File: src/rtl/led_pkg.sv
// Shared definitions for the LED PWM controller: register map, CTRL layout and FSM states.
// Optional LED_FADE_EN build adds the FADE register located at addr_fade(NUM_LEDS).
package led_pkg;

  localparam int unsigned ADDR_W = 4;
  localparam int unsigned DATA_W = 32;

  localparam logic [ADDR_W-1:0] ADDR_CTRL  = 4'd0;
  localparam logic [ADDR_W-1:0] ADDR_DUTY0 = 4'd1;

  localparam int unsigned CTRL_ENABLE_BIT  = 0;
  localparam int unsigned CTRL_PENDING_BIT = 1;

  typedef enum logic {
    IDLE = 1'b0,
    RUN  = 1'b1
  } led_state_e;

  typedef struct packed {
    logic [DATA_W-3:0] rsvd;
    logic              pending;
    logic              enable;
  } ctrl_reg_t;

  // FADE sits directly after the last DUTY register.
  function automatic logic [ADDR_W-1:0] addr_fade(input int unsigned num_leds);
    return ADDR_W'(num_leds + 1);
  endfunction

endpackage

File: src/rtl/led_pwm_channel.sv
// One LED channel: staging/shadow duty registers, shadow update at period wrap and PWM compare.
// With LED_FADE_EN the shadow may step by one per wrap toward staging instead of jumping.
module led_pwm_channel
  import led_pkg::*;
#(
  parameter int unsigned PWM_BITS = 8
) (
  input  logic                clk,
  input  logic                reset,
  input  logic                duty_we,
  input  logic [PWM_BITS:0]   duty_wdata,
`ifdef LED_FADE_EN
  input  logic                fade,
`endif
  input  logic                load,
  input  logic                wrap,
  input  logic                run,
  input  logic [PWM_BITS-1:0] pwm_cnt,
  output logic [PWM_BITS:0]   staging,
  output logic                pending_c,
  output logic                led
);

  logic [PWM_BITS:0] shadow, shadow_nxt;

  assign pending_c = (staging != shadow);

  // Shadow only changes on enable entry or at a period wrap, using the pre-write staging.
  always_comb begin
    shadow_nxt = shadow;
    if (load) begin
      shadow_nxt = staging;
    end else if (wrap) begin
`ifdef LED_FADE_EN
      if (fade && (shadow < staging))      shadow_nxt = shadow + (PWM_BITS+1)'(1);
      else if (fade && (shadow > staging)) shadow_nxt = shadow - (PWM_BITS+1)'(1);
      else                                 shadow_nxt = staging;
`else
      shadow_nxt = staging;
`endif
    end
  end

  always_ff @(posedge clk or posedge reset) begin
    if (reset) begin
      staging <= '0;
      shadow  <= '0;
      led     <= 1'b0;
    end else begin
      if (duty_we) staging <= duty_wdata;
      shadow <= shadow_nxt;
      led    <= run && ({1'b0, pwm_cnt} < shadow);
    end
  end

endmodule

File: src/rtl/led_pwm_ctrl.sv
// Memory-mapped LED brightness controller: register file, IDLE/RUN FSM and shared PWM timebase.
// Define LED_FADE_EN to add the FADE register and ramped per-LED duty updates.
module led_pwm_ctrl
  import led_pkg::*;
#(
  parameter int unsigned NUM_LEDS = 4,
  parameter int unsigned PWM_BITS = 8,
  parameter int unsigned PRESCALE = 16
) (
  input  logic                clk,
  input  logic                reset,
  input  logic                wr_en_i,
  input  logic                rd_en_i,
  input  logic [ADDR_W-1:0]   addr_i,
  input  logic [DATA_W-1:0]   wdata_i,
  output logic [DATA_W-1:0]   rdata_o,
  output logic [NUM_LEDS-1:0] leds_o,
  output logic                period_o
);

  localparam int unsigned PS_W   = (PRESCALE > 1) ? $clog2(PRESCALE) : 1;
  localparam int unsigned DUTY_W = PWM_BITS + 1;

  led_state_e          state, state_nxt;
  logic                load_c;
  logic                run_c;
  logic                ctrl_wr_c;
  logic                tick_c;
  logic                wrap_c;
  logic [PS_W-1:0]     presc;
  logic [PWM_BITS-1:0] pwm_cnt;
  logic [NUM_LEDS-1:0] duty_we_c;
  logic [NUM_LEDS-1:0] pending_c;
  logic [DUTY_W-1:0]   staging [NUM_LEDS];
  logic [DATA_W-1:0]   rd_data_c;
  ctrl_reg_t           ctrl_c;
  logic                unused_wdata;

`ifdef LED_FADE_EN
  logic [NUM_LEDS-1:0] fade_q;

  always_ff @(posedge clk or posedge reset) begin
    if (reset)                                               fade_q <= '0;
    else if (wr_en_i && (addr_i == addr_fade(NUM_LEDS)))     fade_q <= wdata_i[NUM_LEDS-1:0];
  end
`endif

  assign unused_wdata = ^wdata_i[DATA_W-1:DUTY_W];
  assign run_c        = (state == RUN);
  assign ctrl_wr_c    = wr_en_i && (addr_i == ADDR_CTRL);
  assign tick_c       = run_c && (presc == PS_W'(PRESCALE - 1));
  assign wrap_c       = tick_c && (pwm_cnt == '1);

  always_ff @(posedge clk or posedge reset) begin
    if (reset) state <= IDLE;
    else       state <= state_nxt;
  end

  // Enable entry from IDLE also loads every shadow from staging.
  always_comb begin
    state_nxt = state;
    load_c    = 1'b0;
    case (state)
      IDLE: if (ctrl_wr_c && wdata_i[CTRL_ENABLE_BIT]) begin
        state_nxt = RUN;
        load_c    = 1'b1;
      end
      RUN: if (ctrl_wr_c && !wdata_i[CTRL_ENABLE_BIT]) state_nxt = IDLE;
      default: state_nxt = IDLE;
    endcase
  end

  // Timebase is held at zero outside RUN so every enable starts a fresh period.
  always_ff @(posedge clk or posedge reset) begin
    if (reset) begin
      presc    <= '0;
      pwm_cnt  <= '0;
      period_o <= 1'b0;
    end else begin
      period_o <= wrap_c;
      if (!run_c) begin
        presc   <= '0;
        pwm_cnt <= '0;
      end else if (tick_c) begin
        presc   <= '0;
        pwm_cnt <= pwm_cnt + PWM_BITS'(1);
      end else begin
        presc <= presc + PS_W'(1);
      end
    end
  end

  always_comb begin
    duty_we_c = '0;
    for (int i = 0; i < NUM_LEDS; i++) begin
      duty_we_c[i] = wr_en_i && (addr_i == ADDR_W'(int'(ADDR_DUTY0) + i));
    end
  end

  for (genvar g = 0; g < NUM_LEDS; g++) begin : g_ch
    led_pwm_channel #(
      .PWM_BITS (PWM_BITS)
    ) u_ch (
      .clk        (clk),
      .reset      (reset),
      .duty_we    (duty_we_c[g]),
      .duty_wdata (wdata_i[DUTY_W-1:0]),
`ifdef LED_FADE_EN
      .fade       (fade_q[g]),
`endif
      .load       (load_c),
      .wrap       (wrap_c),
      .run        (run_c),
      .pwm_cnt    (pwm_cnt),
      .staging    (staging[g]),
      .pending_c  (pending_c[g]),
      .led        (leds_o[g])
    );
  end

  // Read mux sees pre-write register values, so a same-cycle write is not reflected.
  always_comb begin
    rd_data_c      = '0;
    ctrl_c         = '0;
    ctrl_c.enable  = run_c;
    ctrl_c.pending = |pending_c;
    if (addr_i == ADDR_CTRL) rd_data_c = ctrl_c;
    for (int i = 0; i < NUM_LEDS; i++) begin
      if (addr_i == ADDR_W'(int'(ADDR_DUTY0) + i)) rd_data_c = DATA_W'(staging[i]);
    end
`ifdef LED_FADE_EN
    if (addr_i == addr_fade(NUM_LEDS)) rd_data_c = DATA_W'(fade_q);
`endif
  end

  always_ff @(posedge clk or posedge reset) begin
    if (reset)        rdata_o <= '0;
    else if (rd_en_i) rdata_o <= rd_data_c;
  end

endmodule

File: config.mk
export PLATFORM = sky130hd
export DESIGN_NAME = led_pwm_ctrl
export DESIGN_NICKNAME = d
export VERILOG_FILES = /design/src/rtl/led_pkg.sv /design/src/rtl/led_pwm_channel.sv /design/src/rtl/led_pwm_ctrl.sv
export SDC_FILE = /design/constraint.sdc
export NUM_CORES = 1
export LEC_CHECK = 0
export CAP_MARGIN = 20
export CORE_UTILIZATION = 45
export DETAILED_ROUTE_END_ITERATION = 16
export HOLD_SLACK_MARGIN = 0.1
export PLACE_DENSITY = 0.7
export SKIP_CTS_REPAIR_TIMING = 1
export SLEW_MARGIN = 10
export SYNTH_ARGS = -nofsm -noshare
export SYNTH_HDL_FRONTEND = slang
export SYNTH_SLANG_ARGS = --single-unit
File: constraint.sdc
create_clock -name clk -period 3.8 [get_ports clk]
set_clock_uncertainty 0.1 [all_clocks]
set_input_delay 1.14 -clock clk [delete_from_list [all_inputs] [get_ports clk]]
set_output_delay 1.14 -clock clk [all_outputs]
set_load 0.01 [all_outputs]
==> results of run 1 <==
[cells by family after synthesis]
group,after synthesis
AND/OR/NAND/NOR,80
AO/OA/AOI/OAI,65
multiplexers,81
adder cells (fa/ha/maj),30
flip-flops,99
XOR/XNOR,42
buffers and inverters,75
other,1
[placed cells by master, fill, tap and decap left out, types with 3 or more instances in the layout]
master           netlist  final
a21o_1                 4      4
a21oi_1               22     22
a22o_1                 7      7
a22oi_1                9      9
and2_1                 8      8
buf_4                 27      7
clkbuf_16              0      9
clkdlybuf4s50_1        0     30
conb_1                 1     23
dfrtp_1               99     99
ha_1                  30     30
inv_1                 32     31
inv_6                  0      3
mux2_2                49     49
mux2_4                30     30
nand2_1               12     12
nand2b_1               5      5
nand3_1                5      5
nand4_1               12     12
nor2_1                16     16
nor3_1                 4      4
nor3b_1                5      5
nor4_1                 3      3
o21a_1                 4      4
o21ai_0                9      9
o31ai_1                4      4
xnor2_1               36     36
xor2_1                 6      6
[Yosys cell counts, types with 4 or more instances]
| cell type | count |
|---|---|
| mux2_2 | 49 |
| nor2_1 | 16 |
| nand2b_1 | 5 |
| inv_1 | 32 |
| xor2_1 | 6 |
| nand2_1 | 12 |
| dfrtp_1 | 99 |
| o21ai_0 | 9 |
| nand4_1 | 12 |
| buf_2 | 4 |
| a22oi_1 | 9 |
| buf_4 | 27 |
| a22o_1 | 7 |
| clkbuf_1 | 6 |
| nor3_1 | 4 |
| a21o_1 | 4 |
| nand3_1 | 5 |
| a21oi_1 | 22 |
| ha_1 | 30 |
| nor3b_1 | 5 |
| mux2_4 | 30 |
| o31ai_1 | 4 |
| xnor2_1 | 36 |
| and2_1 | 8 |
| o21a_1 | 4 |
[per-stage QoR]
stage          worst slack [ps]  cells  power [mW]  cell area (µm²)  hold slack (ps)
3_3_place_gp              439.5    659       2.193             5943            371.8
5_1_grt                   615.5    675       3.283             6236            415.2
4_1_cts                   770.7    675       3.140             6236            395.8
6_report                  776.2    675       3.125             6236            397.0
2_1_floorplan              1149    495       2.002             5672            355.5
3_5_place_dp              381.8    659       2.228             5943            386.5
[sequential cells by signal, summed over array words and instances, names as in the netlist, named ones only]
register,count
g_ch.u_ch.led,4
g_ch.u_ch.shadow,36
g_ch.u_ch.staging,36
period_o,1
presc,4
pwm_cnt,8
rdata_o,9
[power by group]
| group | switching [mW] | total [mW] | leakage [nW] | internal (mW) |
|---|---|---|---|---|
| combinational | 0.300 | 0.732 | 1.33 | 0.432 |
| sequential | 0.236 | 1.47 | 1.28 | 1.24 |
| clock | 0.443 | 0.918 | 0.142 | 0.475 |
[per-layer routing]
layer / share of wire (%) / global-route usage (%) / vias to the layer above
met5: 0 / 0 / -
met4: 1.6 / 5.965 / 0
met3: 4.7 / 4.729 / 11
met2: 47 / 30.59 / 91
met1: 47 / 27.24 / 1778
li1: - / - / 1672
[worst register-to-register path, delay by kind of cell (launching register included)]
family,cells,cell delay [ps]
flip-flops,1,390
AO/OA/AOI/OAI,1,140
buffers and inverters,1,280
multiplexers,1,380
adder cells (fa/ha/maj),1,210
AND/OR/NAND/NOR,3,820
[cell type report]
cell class / count / share of cell area [%]
timing repair buffer: 39 / 6.300
multi-input combinational: 321 / 43.92
inverter: 32 / 1.986
clock buffer: 10 / 3.832
tap: 168 / 3.371
sequential: 99 / 39.73
clock inverter: 6 / 0.8628
[worst paths after layout]
| check | start | end | slack [ps] | cells after the start |
|---|---|---|---|---|
| min | presc[0] | presc[0] | 400 | 1 |
| max reg2reg | presc[0] | g_ch[0].u_ch.shadow[8] | 1360 | 7 |
| max | addr_i[2] | g_ch[2].u_ch.staging[2] | 780 | 5 |
| min in group asynchronous | reset | g_ch[2].u_ch.staging[1] | 1160 | 3 |
| max in group asynchronous | reset | presc[2] | 2000 | 3 |
| min reg2reg | presc[0] | presc[0] | 400 | 1 |
==> impl_results.md, run 1 <==
- Peak Freq: around 330 MHz
- Worst path max stage delay: between 400 and 500 ps
- Routed WL: ~11,000 µm
- Post-detail-place hpwl: around 8400 µm
- Final Hold Violating Endpoints: 0
- Post-Synth Simple-Gate Area: a little under 8%
- Starting Density: 46.31%
- PortBufs: 30
- Synth Area in Compound Gates: 7.751%
- Adder-Cell Fraction of Synth Area: about 6.7%
- Max Root-Sink Buffers: 2
- H-tree depth: 3
- I/O pins: 77
- RSZ-0062 raised after global routing: false
- Setup crit start kind: input pin
- CTS Buf Count: 9
- Worst-path clk slew: roughly 70 ps
- Fin crit period: approximately 3000 ps
- Slew headroom: between 50% and 60%
- Util after Layout: 51.70%
- Fillers: between 1,000 and 1,500
- Residual DRC count: 0
- Worst path bufs/invs: 2
- Synth async-reset ratio: between 90% and 100%
- CP Data Arrival Time: about 3200 ps
- Detailed Routing Iterations Pass 1: 4
- First-pass GRT wire length: ~19,000 µm
- Final nets: between 500 and 600
- Multi-input gate area: 2739 µm²
- Top FF cell, synth: dfrtp_1
- Die H: between 100 and 150 µm
- Required @ worst endpoint: 3940 ps
- Pins Over Slew Limit: 0
- Flops & latches, synth: between 90 and 100
- Setup tns final: 0 ps
- Initial drt markers: 196
- Ant. Diodes: 0
- Register area share after synthesis: ~44%
- Main combinational cell family by area after synthesis: multiplexers
- Clock latency at the later pin of the worst-skew pair: ~360 ps
- Slowest stage cell, crit path: nand4_1
- Xor and xnor area share after synthesis: roughly 6.6%
- Mapped Area: 5585 µm²
- Routability cong.: between 0.8 and 0.9
- Critical path class: input pin to register
- Mux cell area share after synthesis: between 10% and 20%
- Antenna Nets Post-Route: 0
- Delay-heaviest family, CP: simple AND/OR/NAND/NOR gates
- Core ar.: approximately 12,000 µm²
- Dominant cell type by area after synthesis: dfrtp_1
- Via density: roughly 5.3
- Pwr per Cell Area: between 500 and 600 nW/µm²
- Yosys top cell area share: 44.35%
- Die width: between 100 and 150 µm
- YS warnings: 0
- CTS Sinks: 99
- GRT Resource Usage Total: around a fifth
- Largest cells by area after synthesis: dfrtp_1 (44%), mux2_2 (9.9%), mux2_4 (8.1%), ha_1 (6.7%), xnor2_1 (5.6%)
- Total grt overflow: 0
- Worst-margin pin slew: 631.3 ps
- Critical-path cell list: clkdlybuf4s50_1 -> nor2_1 -> buf_4 -> nand4_1 -> mux2_2
- Post-synthesis area per instance: about 12 µm²
- Via count: 3,552
- CTS tree: done
- Die area: approximately 13,000 µm²
- Largest net degree at the start of global routing: 100
- Post-Syn Instances: between 400 and 500
- Tcrit/Tclk final: roughly four fifths
- Post-DR wirelength/cell: between 15 and 20 µm
- CP endpoint kind: register
- Number of synthesized flops with an enable pin: 0
- Root Buffer: clkbuf_16
- Unique cell type count in the Yosys netlist: 44
- Initial antenna violation count: 0
- Outcome: finished, final reports clean
- Leakage: about 2.8 nW
- Layout cell share with drive strength beyond 1: 21.89%
- Row cnt: 40
- Min-delay worst type: register to register
- Flip-flop and latch area: approximately 2500 µm²
- VDD IR-drop max: 0.3020 mV
- Vias in the first global route: between 3,000 and 4,000
- Max-Cap Viols: 0
- Synth-to-layout area growth: 11.65%
- Final setup viols: 0
- Worst Path Max Fanout: 9
Note: power is estimated with default switching activity, not from simulation.
==> run 2, diff against run 1 <==
--- a/config.mk
+++ b/config.mk
@@ -9,7 +9,7 @@
 export CORE_UTILIZATION = 45
 export DETAILED_ROUTE_END_ITERATION = 16
 export HOLD_SLACK_MARGIN = 0.1
-export PLACE_DENSITY = 0.7
+export PLACE_DENSITY = 0.68
 export SKIP_CTS_REPAIR_TIMING = 1
 export SLEW_MARGIN = 10
 export SYNTH_ARGS = -nofsm -noshare
==> constraint.sdc (replaced) <==
create_clock -name clk -period 2.9 [get_ports clk]
set_clock_uncertainty 0.1 [all_clocks]
set_input_delay 0.87 -clock clk [delete_from_list [all_inputs] [get_ports clk]]
set_output_delay 0.87 -clock clk [all_outputs]
set_load 0.01 [all_outputs]
==> run 2 against run 1 <==
Against the previous run:
- utilization rose by 0.49 points
- global-route usage fell by 0.49 points
- die area is the same
- first-iteration DRC count is 30% lower
- worst setup slack got worse by 350 ps
- combinational power rose by 34%
- sequential power up 31%
- non-clock buffer count rose by 6
- clock power up 34%
- final cell count grew 0.89%
- critical path depth rose by 1
- routed wire length shrank 1.8%
==> impl_results.md, run 2 (synthesis results as in run 1) <==
- Die width: between 100 and 150 µm
- Post-detail-place hpwl: between 8000 and 9000 µm
- PortBufs: 30
- Residual DRC count: 0
- Largest regs: g_ch.u_ch.shadow (36), g_ch.u_ch.staging (36), rdata_o (9)
- Vias in the first global route: ~3,700
- Final setup viols: 0
- Fin crit period: approximately 2500 ps
- Die H: 113.4 µm
- Initial antenna violation count: 0
- Power consumption: between 4 and 5 mW
- Setup tns final: 0 ps
- Worst Path Max Fanout: 22
- Placed cells: ~670
- Pins Over Slew Limit: 0
- Util after Layout: roughly 52%
- First-pass GRT wire length: ~19,000 µm
- Die area: between 10,000 and 15,000 µm²
- CTS Buf Count: 9
- Largest net degree at the start of global routing: 100
- Peak Freq: approximately 400 MHz
- Max Root-Sink Buffers: 2
- CP Data Arrival Time: ~2600 ps
- Required @ worst endpoint: approximately 3000 ps
- Routability cong.: 0.8062
- Most common cell after layout, fill and taps aside: dfrtp_1
- Fin area: between 6000 and 7000 µm²
- Slew headroom: ~66%
- GRT Resource Usage Total: around a fifth
- Placed Instance Area: between 5000 and 6000 µm²
- Pwr per Cell Area: about 660 nW/µm²
- Antenna Nets Post-Route: 0
- Worst setup margin: around 420 ps
- CP endpoint kind: register
- Tcrit/Tclk final: between 80% and 90%
- Starting Density: between 40% and 50%
- I/O pins: slightly below 80
- Worst-path clk slew: roughly 60 ps
- Via count: roughly 3,500
- H-tree depth: 3
- Root Buffer: clkbuf_16
- Outcome: finished, final reports clean
- Hold_sp: presc[0]
- Clock latency at the later pin of the worst-skew pair: between 300 and 400 ps
- CTS tree: done
- Reg2reg setup slack: roughly 560 ps
- Filler-free cell count of the finished design: slightly below 700
- Setup crit start kind: input pin
- Post-DR wirelength/cell: 16.41 µm
- Via density: roughly 5
- Initial drt markers: 137
- Layout cell share with drive strength beyond 1: around 23%
- Max-Cap Viols: 0
- RSZ-0062 raised after global routing: false
- Core ar.: approximately 12,000 µm²
- Worst-margin pin slew: between 500 and 600 ps
- Final Hold Violating Endpoints: 0
- Critical R2R Launch: presc[0]
- Ant. Diodes: 0
- Routed WL: between 10,000 and 15,000 µm
- Detailed Routing Iterations Pass 1: 5
- Leakage: roughly 2.8 nW
- Fin Hold WS: a little under 400 ps
- Most frequent cells in the layout: dfrtp_1 (99), mux2_2 (49), xnor2_1 (36), inv_1 (31)
- VDD IR-drop max: ~0.35 mV
- Synth-to-layout area growth: 12.70%
- Worst setup startpoint: addr_i[0]
- Total grt overflow: 0
- Row cnt: 40
- CTS Sinks: 99
- Dpl ws: between 80 and 90 ps
- Critical path class: input pin to register
- Min-delay worst type: register to register
- Final nets: between 500 and 600
[run 2: changes by cell type in the layout (fill, tap and decap cells not counted), sizes merged]
cell,change
clkbuf,-1
buf,+6
bufinv,+1
[run 2: final cells by class]
| type | instances | area [µm²] |
|---|---|---|
| clock buffer | 9 | 225.2 |
| clock inverter | 7 | 81.33 |
| fill | 1035 | 5767 |
| inverter | 32 | 123.9 |
| multi-input combinational | 321 | 2739 |
| sequential | 99 | 2477 |
| tap | 168 | 210.2 |
| timing repair buffer | 45 | 437.9 |
[run 2: metal layers]
metal,vias up,wire (µm),global-route usage [%]
li1,1676,-,-
met4,0,213,7.456
met5,-,0,0
met2,86,5282,31.37
met1,1730,5353,25.55
met3,16,323,3.135
[run 2: power breakdown]
| part | switching, mW | internal (mW) |
|---|---|---|
| Sequential | 0.294 | 1.62 |
| Clock | 0.544 | 0.683 |
| Combinational | 0.411 | 0.571 |
| Total | 1.25 | 2.88 |
[run 2: path summary, 6_finish.rpt]
path / to / cells after the start
worst min register to register: presc[0] / 1
worst max register to register: g_ch[1].u_ch.shadow[6] / 7
worst min-delay path: presc[0] / 1
worst max-delay path: g_ch[1].u_ch.shadow[6] / 6
max in group asynchronous: g_ch[0].u_ch.shadow[5] / 3
min in group asynchronous: rdata_o[0] / 3
[run 2: worst max-delay path, stage by stage]
cell,delay (ps)
clkdlybuf4s50_1,450
nor2_1,230
nand4_1,240
o21bai_4,230
buf_12,220
mux2_2,350
==> run 3, diff against run 2 <==
--- a/config.mk
+++ b/config.mk
@@ -6,9 +6,12 @@
 export NUM_CORES = 1
 export LEC_CHECK = 0
 export CAP_MARGIN = 20
+export CORE_ASPECT_RATIO = 0.7
+export CORE_MARGIN = 4
 export CORE_UTILIZATION = 45
 export DETAILED_ROUTE_END_ITERATION = 16
 export HOLD_SLACK_MARGIN = 0.1
+export MAX_ROUTING_LAYER = met4
 export PLACE_DENSITY = 0.68
 export SKIP_CTS_REPAIR_TIMING = 1
 export SLEW_MARGIN = 10
==> run 3 against run 2 <==
Against the previous run:
- hold slack improved by 7.4 ps
- first-iteration DRC count is 23% higher
- sequential power about the same
- critical endpoint unchanged
==> impl_results.md, run 3 (synthesis results as in run 1) <==
- Outcome: finished, final reports clean
- Via density: approximately 5.3
- Max-Cap Viols: 0
- Critical path class: input pin to register
- Ant. Diodes: 0
- Fin crit period: approximately 2500 ps
- Starting Density: about 47%
- CTS Sinks: 99
- Antenna Nets Post-Route: 0
- Post-detail-place hpwl: 9143 µm
- Worst path bufs/invs: 2
- Most frequent cells in the layout: dfrtp_1 (99), mux2_2 (49), xnor2_1 (36), inv_1 (31)
- Sw Share: between 30% and 40%
- Leakage: between 2 and 3 nW
- Critical path depth in cells: 6
- Total grt overflow: 0
- Core ar.: approximately 12,000 µm²
- Worst setup margin: around 400 ps
- CP Data Arrival Time: between 2000 and 3000 ps
- Detailed Routing Iterations Pass 1: 4
- Largest regs: g_ch.u_ch.shadow (36), g_ch.u_ch.staging (36), rdata_o (9)
- Final setup viols: 0
- Layout cell share with drive strength beyond 1: between 20 and 25%
- Vias in the first global route: between 3,000 and 4,000
- CP endpoint kind: register
- Final Hold Violating Endpoints: 0
- Synth-to-layout area growth: 12.72%
- Most common cell after layout, fill and taps aside: dfrtp_1
- Int Pwr: ~2.8 mW
- Largest net degree at the start of global routing: 100
- Placed Instance Area: 6002 µm²
- Post-DR wirelength/cell: 18.21 µm
- Max layer used: met4
- Dpl ws: ~70 ps
- Initial drt markers: 169
- Tcrit/Tclk final: between 80% and 90%
- Power consumption: around 4.1 mW
- Residual DRC count: 0
- VDD IR-drop max: 0.3029 mV
- Worst-margin pin slew: 545.7 ps
- First-pass GRT wire length: between 15,000 and 20,000 µm
- PortBufs: 30
- Via count: ~3,600
- Pwr per Cell Area: around 660 nW/µm²
- Critical-path cell list: clkdlybuf4s50_1 -> nor2_1 -> nand4_1 -> o21bai_4 -> buf_12 -> mux2_2
- Routed WL: between 10,000 and 15,000 µm
- Required @ worst endpoint: 3030 ps
- CTS tree: done
- I/O pins: 77
- Die width: between 100 and 150 µm
- Initial antenna violation count: 0
- Setup tns final: 0 ps
- R2R depth: 7
- Delay-heaviest family, CP: buffers and inverters
- M1 WL: about 6000 µm
- Fin Hold WS: roughly 400 ps
- Row cnt: 33
- Register share of total power: ~46%
- Worst Hold Path Cells: 1
- Fin area: around 6300 µm²
- Root Buffer: clkbuf_16
- Clock latency at the later pin of the worst-skew pair: between 300 and 400 ps
- RSZ-0062 raised after global routing: false
- Die H: approximately 100 µm
- Fillers: ~1,000
- Slowest stage cell, crit path: clkdlybuf4s50_1
- Min-delay worst type: register to register
- Comb pwr share: about 25%
- Die area: 14,290 µm²
- Pins Over Slew Limit: 0
- Final nets: 580
- Worst path max stage delay: 500 ps
- CTS Buf Count: 9
- Worst Path Max Fanout: 19
- Peak Freq: 401.5 MHz
- GRT Resource Usage Total: 18.44%
- Setup crit start kind: input pin
- Routability cong.: roughly 0.86
- P_sw: roughly 1.3 mW
- Worst-path clk slew: about 70 ps
- Routed length on met2: 5674 µm
- Max Root-Sink Buffers: 2
- Slew headroom: around 63%
- H-tree depth: 3
- Clock power frac: about 29%
- WL met3: ~490 µm
-- run 3: changes by cell type in the layout (fill, tap and decap cells not counted), sizes merged --
cell	before	now
bufinv	1	0
inv	35	36
buf	15	17
clkinvlp	2	1
clkbuf	9	10
-- run 3: cell type report --
class | count | area [µm²] | share of cell area [%]
Multi-Input combinational cell | 321 | 2739 | 43.50
Sequential cell | 99 | 2477 | 39.35
Timing Repair Buffer | 47 | 465.4 | 7.393
Clock buffer | 10 | 239.0 | 3.796
Tap cell | 157 | 196.4 | 3.120
Inverter | 32 | 123.9 | 1.967
Clock inverter | 6 | 55.05 | 0.8744
-- run 3: power by group through the flow --
stage / clock (mW) / sequential, mW / combinational (mW)
floorplan: 0 / 1.84 / 0.781
global placement: 0 / 1.92 / 0.998
detailed placement: 0 / 1.93 / 1.03
CTS: 1.22 / 1.91 / 1.04
global route: 1.27 / 1.94 / 1.15
finish: 1.19 / 1.91 / 1.04
-- run 3: worst paths after layout --
kind	endpoint	slack (ps)	from
min in group asynchronous	g_ch[0].u_ch.shadow[5]	900	reset
max	g_ch[1].u_ch.shadow[6]	410	addr_i[0]
min reg2reg	presc[0]	400	presc[0]
max reg2reg	g_ch[1].u_ch.shadow[6]	590	presc[0]
min	presc[0]	400	presc[0]
max in group asynchronous	g_ch[3].u_ch.staging[1]	1380	reset
-- run 3: through the flow --
stage | std cells | utilization, %
after detailed placement | 656 | 50.30
after global placement | 656 | 50.30
final | 672 | 52.76
after CTS | 672 | 52.76
after floorplan | 495 | -
after global routing | 672 | 52.76
-- run 3: metal layers --
layer	global-route usage (%)	up-vias
li1	-	1678
met1	25.99	1805
met2	27.74	64
met3	4.200	7
met4	3.351	0
met5	-	-
==> RTL edit, RTL diff (settings of run 2) <==
Change the package constant `ADDR_W` from 4 to 5.
--- a/src/rtl/led_pkg.sv
+++ b/src/rtl/led_pkg.sv
@@ -2,7 +2,7 @@
 // Optional LED_FADE_EN build adds the FADE register located at addr_fade(NUM_LEDS).
 package led_pkg;
 
-  localparam int unsigned ADDR_W = 4;
+  localparam int unsigned ADDR_W = 5;
   localparam int unsigned DATA_W = 32;
 
   localparam logic [ADDR_W-1:0] ADDR_CTRL  = 4'd0;
Ports: changed (resized addr_i); port bits go from 77 to 78. No check against the original RTL was run, so the function may have changed too.
==> RTL edit against run 2 <==
Sequential cell count did not move; register-to-register slack worse by 0.09 ns; final area up 0.76%; power is 13% lower; synthesized area fell by 0.25%; count of clock-buffer cells in the layout unchanged; worst setup slack got worse by 0.049 ns; wire length grew 7.2%.
==> RTL edit: results (changes against run 2) <==
Critical Path Max Stage Delay 0.43 ns (-0.02 ns); first-pass GRT wire length 19500 um (+3.8%); All-Layer GR Usage 20.4% (+1.2 points); Gate Count Post-Synth 471 (-0.42%); CTS clk-pin slew, worst paths around 0.070 ns; clk root buf clkbuf_16; IR drop worst, VDD 0.306 mV (-13%); total power 3600 uW (-13%); final std cells w/o fill 687 (+0.88%); post-DP HPWL 8910 um (+4.9%); CP arrival 2.67 ns (+0.07 ns); CP delay by family, top simple AND/OR/NAND/NOR gates; Worst-Skew Late Latency approximately 0.36 ns; outcome finished clean; sw power 1090 uW (-13%); Diodes inserted 0 (unchanged); Final nets 585 (+1.2%); gp weighted congestion 0.819 (+1.6%); largest net degree at the start of global routing 100 (unchanged); Longest Clk Path Bufs 2 (unchanged); H-tree levels 3 (unchanged); wire length per cell 17.4 um (+6.3%); Area after DPL 0.00605 sq mm (+0.98%); worst hold path class register to register; P_leak 0.00302 uW (+8.2%); Critical path origin addr_i[4]; vias in the first global route 3646 (-0.14%); pre-CTS setup slack -0.00442 ns (-0.0848 ns); worst r2r src presc[0]; synth cell count leaders dfrtp_1, mux2_2, xor2_1; FFs w/ async S/R, synth 100% (unchanged); normalized max-slew margin 61.5% (-4.5 points); share of cells above drive strength 1 23.5% (+0.70 points); hold_sp presc[0]; comb pwr 627 uW (-36%); largest cells by area after synthesis dfrtp_1, mux2_2, mux2_4, ha_1, xor2_1; Unique masters post-synth 42 (-4.5%); DP Cell Count 671 (+0.90%); crit-path max FO 8 (-64%); area of the multi-input gates 0.00273 sq mm (-0.32%); DR iter-0 viols 132 (-3.6%); PortBufs 31 (+3.3%); Fillers 1058 (+2.2%); vias per inst 5.29 (+2.7%); register area share after synthesis 44.5% (+0.11 points)
RTL edit: changes by cell type after synthesis, moves of 2 or more:
cell and change:
nor4_1 +6, xor2_1 +32, clkbuf_1 +2, nor2b_1 +2
buf_2 -4, nand4_1 -6, nand2_1 -2, xnor2_1 -32
RTL edit: worst paths after layout:
path	cells after the start	slack, ns	end
worst min-delay path	1	0.40	presc[0]
max in group asynchronous	3	1.39	g_ch[3].u_ch.shadow[4]
worst min register to register	1	0.40	presc[0]
min in group asynchronous	3	0.90	g_ch[1].u_ch.shadow[6]
worst max-delay path	7	0.37	g_ch[3].u_ch.shadow[2]
worst max register to register	7	0.47	g_ch[3].u_ch.shadow[2]
RTL edit: routing by layer:
| metal | vias up | track usage (%) | share of wire, % | routed length, um |
|---|---|---|---|---|
| met5 | - | 0 | 0 | 0 |
| met4 | 0 | 10.4 | 3.2 | 380 |
| met3 | 22 | 2.62 | 3.4 | 407 |
| met2 | 86 | 32.8 | 48 | 5760 |
| met1 | 1839 | 27.0 | 45 | 5430 |
| li1 | 1688 | - | - | - |
RTL edit: area by class of cell:
type / instances / area share (%)
multi-input combinational: 320 / 43.0
clock buffer: 9 / 3.55
inverter: 32 / 1.95
sequential: 99 / 39.1
timing repair buffer: 52 / 7.97
tap: 168 / 3.31
clock inverter: 7 / 1.10
RTL edit: cells by family (layout without fill, tap and decap cells):
kind of cell | Yosys count | count (layout) | synth area share, %
adders and majority gates | 30 | 30 | 6.74
AOI/OAI and AO/OA | 63 | 63 | 7.28
muxes | 82 | 82 | 18.7
buffers and inverters | 74 | 100 | 8.02
xor gates and xnor gates | 42 | 42 | 6.60
other | 1 | 23 | 0.0673
DFF | 99 | 99 | 44.5
and+or+nand+nor | 80 | 80 | 8.15
